--- src/rtl/segre_pkg.sv ---
// Shared types and constants for the segre fetch path.
// The fetch queue entry pairs an instruction word with the PC it was fetched from.
package segre_pkg;

  localparam int unsigned ADDR_SIZE        = 32;
  localparam int unsigned WORD_SIZE        = 32;
  localparam int unsigned FQ_DEPTH_DEFAULT = 4;

  // addi x0, x0, 0
  localparam logic [WORD_SIZE-1:0] NOP_INSTR = 32'h0000_0013;

  typedef enum logic [1:0] {
    RUN  = 2'd0,
    MISS = 2'd1,
    FULL = 2'd2
  } fetch_state_e;

  typedef struct packed {
    logic [WORD_SIZE-1:0] instr;
    logic [ADDR_SIZE-1:0] pc;
  } fq_entry_t;

endpackage

--- src/rtl/segre_fetch_queue.sv ---
// Power-of-two FIFO of fetched {instr, pc} entries with push/pop/flush and occupancy.
// Flush wins over push and pop; the caller never pushes into a full queue without popping.
module segre_fetch_queue
  import segre_pkg::*;
#(
  parameter int unsigned DEPTH = FQ_DEPTH_DEFAULT,
  parameter int unsigned CW    = $clog2(DEPTH + 1)
) (
  input  logic          i_clk,
  input  logic          i_rsn,
  input  logic          i_push,
  input  logic          i_pop,
  input  logic          i_flush,
  input  fq_entry_t     i_data,
  output fq_entry_t     o_head,
  output logic [CW-1:0] o_count
);

  localparam int unsigned PW = $clog2(DEPTH);

  fq_entry_t       r_mem [DEPTH];
  logic [PW-1:0]   r_wr_ptr;
  logic [PW-1:0]   r_rd_ptr;
  logic [CW-1:0]   r_count;

  // Storage, pointers and occupancy.
  always_ff @(posedge i_clk or negedge i_rsn) begin
    if (!i_rsn) begin
      for (int i = 0; i < int'(DEPTH); i++) begin
        r_mem[i] <= '0;
      end
      r_wr_ptr <= '0;
      r_rd_ptr <= '0;
      r_count  <= '0;
    end else if (i_flush) begin
      r_wr_ptr <= '0;
      r_rd_ptr <= '0;
      r_count  <= '0;
    end else begin
      if (i_push) begin
        r_mem[r_wr_ptr] <= i_data;
        r_wr_ptr        <= r_wr_ptr + PW'(1);
      end
      if (i_pop) begin
        r_rd_ptr <= r_rd_ptr + PW'(1);
      end
      case ({i_push, i_pop})
        2'b10:   r_count <= r_count + CW'(1);
        2'b01:   r_count <= r_count - CW'(1);
        default: r_count <= r_count;
      endcase
    end
  end

  assign o_head  = r_mem[r_rd_ptr];
  assign o_count = r_count;

endmodule

--- src/rtl/segre_fetch_unit.sv ---
// Instruction fetch: walks the PC through the icache, buffers hits in a small queue
// toward decode, stalls on misses and a full queue, and restarts on redirects.
module segre_fetch_unit
  import segre_pkg::*;
#(
  parameter int unsigned          FQ_DEPTH = FQ_DEPTH_DEFAULT,
  parameter logic [ADDR_SIZE-1:0] RESET_PC = 32'h0000_0000
) (
  input  logic                 clk_i,
  input  logic                 rsn_i,
  output logic                 icache_req_o,
  output logic [ADDR_SIZE-1:0] icache_addr_o,
  input  logic                 icache_hit_i,
  input  logic [WORD_SIZE-1:0] icache_instr_i,
  input  logic                 redirect_i,
  input  logic [ADDR_SIZE-1:0] redirect_pc_i,
  output logic                 instr_valid_o,
  output logic [WORD_SIZE-1:0] instr_o,
  output logic [ADDR_SIZE-1:0] instr_pc_o,
  input  logic                 decode_ready_i,
  output logic [31:0]          miss_cycles_o
);

  localparam int unsigned    CW      = $clog2(FQ_DEPTH + 1);
  localparam logic [CW-1:0]  DEPTH_C = CW'(FQ_DEPTH);

  fetch_state_e         r_state;
  fetch_state_e         w_next_state;
  logic [ADDR_SIZE-1:0] r_pc;
  logic                 r_req;
  logic [31:0]          r_miss_cycles;

  logic                 w_valid;
  logic                 w_pop_req;
  logic                 w_pop;
  logic                 w_push;
  logic [CW-1:0]        w_count;
  logic [CW-1:0]        w_next_count;
  fq_entry_t            w_head;
  fq_entry_t            w_push_data;
  logic                 w_unused_redirect_bits;

  // Redirect targets are word aligned, so the low two bits are dropped.
  assign w_unused_redirect_bits = ^redirect_pc_i[1:0];

  assign w_valid     = (w_count != {CW{1'b0}});
  assign w_pop_req   = w_valid && decode_ready_i;
  assign w_pop       = w_pop_req && !redirect_i;
  assign w_push      = r_req && icache_hit_i && ((w_count < DEPTH_C) || w_pop_req) && !redirect_i;
  assign w_push_data = '{instr: icache_instr_i, pc: r_pc};

  segre_fetch_queue #(
    .DEPTH (FQ_DEPTH),
    .CW    (CW)
  ) u_queue (
    .i_clk   (clk_i),
    .i_rsn   (rsn_i),
    .i_push  (w_push),
    .i_pop   (w_pop),
    .i_flush (redirect_i),
    .i_data  (w_push_data),
    .o_head  (w_head),
    .o_count (w_count)
  );

  // Occupancy after this edge, used to enter and leave FULL.
  always_comb begin
    w_next_count = w_count;
    case ({w_push, w_pop})
      2'b10:   w_next_count = w_count + CW'(1);
      2'b01:   w_next_count = w_count - CW'(1);
      default: w_next_count = w_count;
    endcase
  end

  // Next fetch state.
  always_comb begin
    w_next_state = r_state;
    if (redirect_i) begin
      w_next_state = RUN;
    end else if (w_next_count == DEPTH_C) begin
      w_next_state = FULL;
    end else begin
      case (r_state)
        RUN:     w_next_state = (r_req && !icache_hit_i) ? MISS : RUN;
        MISS:    w_next_state = icache_hit_i ? RUN : MISS;
        FULL:    w_next_state = RUN;
        default: w_next_state = RUN;
      endcase
    end
  end

  // State, PC, request and miss statistics; the request is held low throughout reset.
  always_ff @(posedge clk_i or negedge rsn_i) begin
    if (!rsn_i) begin
      r_state       <= RUN;
      r_pc          <= RESET_PC;
      r_req         <= 1'b0;
      r_miss_cycles <= 32'h0000_0000;
    end else begin
      r_state <= w_next_state;
      r_req   <= (w_next_state != FULL);
      if (redirect_i) begin
        r_pc <= {redirect_pc_i[ADDR_SIZE-1:2], 2'b00};
      end else if (w_push) begin
        r_pc <= r_pc + ADDR_SIZE'(32'd4);
      end else begin
        r_pc <= r_pc;
      end
      if ((r_state == MISS) && (r_miss_cycles != 32'hFFFF_FFFF)) begin
        r_miss_cycles <= r_miss_cycles + 32'd1;
      end else begin
        r_miss_cycles <= r_miss_cycles;
      end
    end
  end

  // Decode-side view of the queue head; an empty queue presents a NOP at PC 0.
  always_comb begin
    if (w_valid) begin
      instr_o    = w_head.instr;
      instr_pc_o = w_head.pc;
    end else begin
      instr_o    = NOP_INSTR;
      instr_pc_o = '0;
    end
  end

  assign instr_valid_o = w_valid;
  assign icache_req_o  = r_req;
  assign icache_addr_o = r_pc;
  assign miss_cycles_o = r_miss_cycles;

endmodule
--- config.mk ---
export PLATFORM = sky130hd
export DESIGN_NAME = segre_fetch_unit
export DESIGN_NICKNAME = d
export VERILOG_FILES = /design/src/rtl/segre_pkg.sv /design/src/rtl/segre_fetch_queue.sv /design/src/rtl/segre_fetch_unit.sv
export SDC_FILE = /design/constraint.sdc
export NUM_CORES = 1
export LEC_CHECK = 0
export ABC_AREA = 1
export BUFFER_PORTS_ARGS = -buffer_cell sky130_fd_sc_hd__buf_2
export CORE_MARGIN = 2
export CORE_UTILIZATION = 45
export CTS_CLUSTER_SIZE = 12
export DETAILED_ROUTE_END_ITERATION = 12
export SKIP_LAST_GASP = 1
export SLEW_MARGIN = 20
export SYNTH_ARGS = -nofsm -noshare
export SYNTH_HDL_FRONTEND = slang
export SYNTH_SLANG_ARGS = --single-unit
--- constraint.sdc ---
create_clock -name clk_i -period 3.2 [get_ports clk_i]
set_clock_uncertainty 0.05 [all_clocks]
set_input_delay 0.16 -clock clk_i [delete_from_list [all_inputs] [get_ports clk_i]]
set_output_delay 0.16 -clock clk_i [all_outputs]
set_load 0.01 [all_outputs]
Word-level counts from Yosys, hierarchy flattened --
Index checks and enable logic that the tools add are counted.
Word-level totals: bits in registers 330, logic and storage cells 71
Cells by class: $add $sub $neg 6, magnitude comparators 4, equality and inequality tests 6, mux-type cells 21, bitwise logic cells 3, reduce and logical (&&, ||, !) cells 16
Operator list (number):
- 256-bit bitwise mux | 1
- 64-bit two-way mux | 3
- 64-bit binary-select mux with 2-bit select | 1
- 64-bit demux with 2-bit select | 1
- 32-bit two-way mux | 4
- 32-bit by 1-bit adder with 32-bit output, second input constant | 1
- 32-bit by 3-bit adder with 32-bit output, second input constant | 1
- 32-bit != test, second input constant | 1
- 2-bit two-way mux | 6
- 1-bit logical AND | 8
- 3-bit greater-or-equal comparator, second input constant | 2
- 2-bit NOT with 3-bit output | 2
- 3-bit case mux with 2 select lines | 1
- 2-bit by 1-bit adder with 2-bit output, second input constant | 2
- 2-bit by 1-bit == test with 1-bit output, second input constant | 2
- 2-bit nonzero test | 2
- 3-bit by 1-bit adder with 3-bit output, second input constant | 1
- 3-bit == test, second input constant | 1
- 3-bit by 1-bit less-than comparator with 1-bit output, second input constant | 1
- 3-bit less-than comparator, second input constant | 1
- 3-bit two-way mux | 1
- 3-bit nonzero test | 1
- 3-bit by 1-bit subtractor with 3-bit output, second input constant | 1
- 2-bit == test, second input constant | 1
- other kinds (8) | 10

Logic depth before layout (Yosys ltp) --
depth after elaboration 11, mapped depth 15

By module --
From an unflattened synthesis, not the netlist that was laid out.
Unflattened totals: cell total of the unflattened synthesis 2152, area total of the unflattened synthesis 17093.9 µm²
Modules (own cells, without submodules):
- segre_fetch_queue | times used 1, cells each 1306, area each 12081.6 µm², sequential area each 6581.3 µm²
- segre_fetch_unit | times used 1, cells each 846, area each 5012.3 µm², sequential area each 1626.6 µm²

Worst setup path before layout --
No wires, ideal clock.
kind register to register, start point reg u_queue.r_count[0] (netlist: u_queue.o_count[0]), end point reg r_req (netlist: icache_req_o), setup time 0.122 ns, arrival 2.156 ns, data required time 3.028 ns, path slack 0.872 ns, stages on the path, launching flop included 14, buffers on the path 0, period minus slack after synthesis 2.328 ns, cells stage by stage dfrtp_1 -> nor3_1 -> nor2_1 -> inv_1 -> nor2_1 -> ha_1 -> fa_1 -> nor2_1 -> nor2_1 -> nand2_1 -> xnor2_1 -> inv_1 -> nor2_1 -> nand2_1
On the way: longest elaborated chain between the ends 11, elaborated cells between the ends (all ways) 16
Ends and longest elaborated chain:
- from (decl) | RTL line segre_fetch_queue.sv:24 | logic [CW-1:0] r_count;
- from (signal assigned) | RTL line segre_fetch_queue.sv:48 | 2'b10: r_count <= r_count + CW'(1);
- from (signal assigned) | RTL line segre_fetch_queue.sv:49 | 2'b01: r_count <= r_count - CW'(1);
- from (signal assigned) | RTL line segre_fetch_queue.sv:50 | default: r_count <= r_count;
- parallel branches: the longest is 6 deep, another holds 3-bit less-than comparator
- 3-bit case mux with 2 select lines *
- 3-bit == test * | RTL line segre_fetch_unit.sv:81 | end else if (w_next_count == DEPTH_C) begin
- 2-bit two-way mux * | RTL line segre_fetch_unit.sv:81
- 2-bit two-way mux * | RTL line segre_fetch_unit.sv:79 | if (redirect_i) begin
- 2-bit != test * | RTL line segre_fetch_unit.sv:102 | r_req <= (w_next_state != FULL);
- to (signal assigned) | RTL line segre_fetch_unit.sv:102
- to (decl) | RTL line segre_fetch_unit.sv:30 | logic r_req;
Mark *: on every way between the ends. A chain may end at the register's enable or synchronous reset.

Worst setup path after layout --
start point reg u_queue.r_rd_ptr[0], end point out instr_pc_o[9]
On the way: longest elaborated chain between the ends 5
Ends and longest elaborated chain:
- from (decl) | RTL line segre_fetch_queue.sv:23 | logic [PW-1:0] r_rd_ptr;
- from (signal assigned) | RTL line segre_fetch_queue.sv:45 | r_rd_ptr <= r_rd_ptr + PW'(1);
- 2-bit NOT with 3-bit output (not written as such) | RTL line segre_fetch_queue.sv:55 | assign o_head = r_mem[r_rd_ptr];
- 64-bit binary-select mux with 2-bit select | RTL line segre_fetch_queue.sv:55
- 64-bit two-way mux (not written as such) (2 in a row) | RTL line segre_fetch_queue.sv:55
- 32-bit two-way mux | RTL line segre_fetch_unit.sv:120 | if (w_valid) begin
- to (decl) | RTL line segre_fetch_unit.sv:19 | output logic [ADDR_SIZE-1:0] instr_pc_o,
Every way passes these cells. The select of a mux whose other input is x is not followed.

==> flow_metrics.tcl <==
set metrics [dict create \
    final_antenna_net_count 0 \
    cp-startpoint "u_queue.r_rd_ptr[0]" \
    holdBufCountCts 66 \
    worstReg2RegEnd "icache_req_o" \
    drt_wl_total_um 43800 \
    synth_edf_count 0 \
    synthSimpleGateAreaFrac 0.249 \
    critPathMaxStageDelay_ps 650 \
    finish.utilization 0.551 \
    synth.top_cell.area_share 0.509 \
    endpoint "instr_pc_o[9]" \
    fin_nets 2387 \
    cts_root_buffer "clkbuf_16" \
    clk_latency_ps 530 \
    grt_pass1_vias 13900 \
    grt_start_max_net_pins 108 \
    status "completed" \
    dieArea_um2 36500 \
    fin_cells 2792 \
    hold_viol_final 0 \
    drt-initial-drc-count 1056 \
    port_buffers 192 \
    clockBufferDepth 3 \
    p_per_area_nw_per_um2 661 \
    synth_compound_area_frac 0.155 \
    crit_buf_inv 3 \
    synth_area_leader_cell "dfrtp_1" \
    synth_flop_cell "dfrtp_1" \
    synth_seq_cells 320 \
    r2r_cells 12 \
    synth_top_family_by_area "simple AND/OR/NAND/NOR gates" \
    cp_data_arrival_time_ps 2700 \
    setup_violations 0 \
    worst-path-stages 5 \
    globalplace.congestion 0.897 \
    p_leak_nw 9.29 \
    synthArstFlopShare 1.00 \
    wl_met3_um 2110 \
    grt_pass1_wl_um 71900 \
    syn2layout_area_growth_pct 20.5 \
    muxShareOfSynthArea 0 \
    drive_gt1_frac 0.127 \
    first_pass_iters 5 \
    setup.worst_path.class "flop to output pin" \
    die_x_um 191 \
    drv_slew 0 \
    antenna_found_initial 0 \
    cts_setup_buffers 0 \
    rr_startpoint "u_queue.o_count[2]" \
    wl_met1_um 20400 \
    dp.cells 2660 \
    ys_types 34 \
    startpoint_type "flop" \
    max_slew_margin 0.384 \
    max_freq_mhz 344 \
    initial_core_util 0.457 \
    vias 14300 \
    fin_crit_ps 2910 \
    synth_area_um2 15700 \
    synthTopCellsByArea "dfrtp_1 51%, nand2_1 14%, o21ai_0 13%" \
    slowest_stage "dfrtp_4" \
    cts_tree "done" \
    syn-instance-count 2100 \
    vdd_drop_max_uv 417 \
    syn-mean-instance-area_um2 7.50 \
    min_path_type "primary input to async pin" \
    min_period_over_period 0.909 \
    fin_total_pwr_mw 12.5 \
    crit_fanout 39 \
    worstSetupEndpointType "output pin" \
    crit_required_ps 2990 \
    top_layer_used "met4" \
    num_antenna_cells 0 \
    rsz0062_at_grt "no" \
    tns_ps 0 \
    met2_length_um 20400 \
    wl_per_cell_um 15.7 \
    avgViaCountPerCell 5.13 \
    htreeDepth 2 \
    fp.dieH_um 191 \
    tightestPinTransition_ps 925 \
    clkTransAtPathRegs_ps 50 \
    cts_num_sinks 320 \
    hold_slack_ps 243 \
    rrSetupSlack_ps 760 \
    grtUsageTotal 0.244 \
    dp_hpwl_um 27800 \
    io-pin-count 199 \
    grt.overflow.total 0 \
    crit_family "buffers and inverters" \
    cts_inserted_buffers 37 \
    ys_warn_count 0 \
    path_cells "clkinv_2 > buf_4 > o21ai_0 > a21oi_1 > buf_2" \
    ys_seq_area_frac 0.509 \
    num_rows 68 \
    maxCapViolations 0 \
    drc 0 \
    cts-resized-gates 0 \
    coreArea_um2 34500 \
    synth_fa_ha_area_frac 0.00684 \
    synthXorXnorAreaFrac 0.0145 \
]
worst reg2reg max path: cells and delay by family (launching register included):
| family | cells | cell delay, ps |
|---|---|---|
| simple gates | 6 | 800 |
| fa+ha+maj | 2 | 720 |
| flops | 1 | 420 |
| buf+inv | 3 | 250 |
| compound gates | 1 | 90 |
synthesized netlist by cell type, drive strengths merged, types with 4 or more instances:
cell and number:
nand2 607, o21ai 404, nor2 364, dfrtp 320, inv 133, a21oi 62, clkbuf 60, buf 56
nand3 37, xor2 16, xnor2 10, ha 7, o211ai 4
state kept, by name, summed over array words and instances (netlist names):
| name | cells |
|---|---|
| miss_cycles_o | 32 |
| r_state | 2 |
| u_queue.o_count | 3 |
| u_queue.r_mem | 248 |
| icache_req_o | 1 |
| u_queue.r_rd_ptr | 2 |
| icache_addr_o | 30 |
| u_queue.r_wr_ptr | 2 |
kinds of logic after synthesis:
| family | Yosys count |
|---|---|
| simple gates | 1015 |
| buf+inv | 250 |
| compound gates | 480 |
| xor+xnor | 26 |
| fa+ha+maj | 8 |
| flops | 320 |
| other cells | 1 |
per-stage QoR:
stage	worst slack (ps)	instance area, um^2
floorplan	872	15800
global placement	796	17000
detailed placement	799	17000
CTS	220	19000
global route	49.9	19000
finish	291	19000
cell usage in the layout, fill, tap and decap left out, types with 2 or more instances in the layout:
| cell type | Yosys | layout |
|---|---|---|
| a21oi_1 | 62 | 62 |
| a31oi_1 | 3 | 3 |
| buf_12 | 0 | 4 |
| buf_2 | 41 | 191 |
| buf_4 | 6 | 22 |
| bufinv_16 | 0 | 2 |
| clkbuf_1 | 60 | 6 |
| clkbuf_16 | 0 | 39 |
| clkbuf_8 | 0 | 12 |
| clkinv_2 | 0 | 7 |
| conb_1 | 1 | 4 |
| dfrtp_1 | 320 | 318 |
| dlygate4sd3_1 | 0 | 66 |
| ha_1 | 7 | 7 |
| inv_1 | 130 | 130 |
| nand2_1 | 603 | 599 |
| nand2_2 | 2 | 2 |
| nand2_4 | 1 | 5 |
| nand3_1 | 37 | 37 |
| nand4_1 | 3 | 3 |
| nor2_1 | 360 | 360 |
| nor2_2 | 2 | 2 |
| nor2_4 | 2 | 2 |
| nor3_1 | 3 | 2 |
| o211ai_1 | 4 | 4 |
| o21ai_0 | 402 | 402 |
| o21ai_1 | 2 | 2 |
| o21bai_1 | 3 | 3 |
| o311ai_0 | 3 | 3 |
| xnor2_1 | 10 | 10 |
| xor2_1 | 16 | 16 |
worst min path at each step:
stage | start | to | slack, ps | depth (start not counted)
2_1_floorplan | rsn_i | icache_addr_o[10] | -190 | 0
3_5_place_dp | rsn_i | u_queue.r_mem[239] | 250 | 1
3_3_place_gp | rsn_i | u_queue.r_mem[176] | 250 | 1
5_1_grt | rsn_i | u_queue.r_mem[177] | 330 | 2
4_1_cts | rsn_i | u_queue.r_mem[167] | 310 | 2
6_report | rsn_i | u_queue.r_mem[239] | 240 | 2
metal layers:
| layer | track usage | vias up |
|---|---|---|
| li1 | - | 7092 |
| met1 | 0.335 | 6828 |
| met2 | 0.409 | 347 |
| met3 | 0.0310 | 61 |
| met4 | 0.0644 | 0 |
| met5 | 0 | - |
cell type report:
class / instances / area (um^2)
repair buffers: 284 / 1880
clock inverters: 9 / 98.8
well taps: 455 / 569
multi-input cells: 1533 / 6740
clock buffers: 57 / 1160
inverters: 134 / 507
fillers: 3345 / 15500
flip-flops and latches: 320 / 8010
report_power, final:
group,leakage [nW],internal (mW),switching [mW]
clock network,0.630,2.66,1.66
logic,4.53,0.993,1.62
registers,4.13,5.03,0.586
Power figures use the tool's default switching activity.
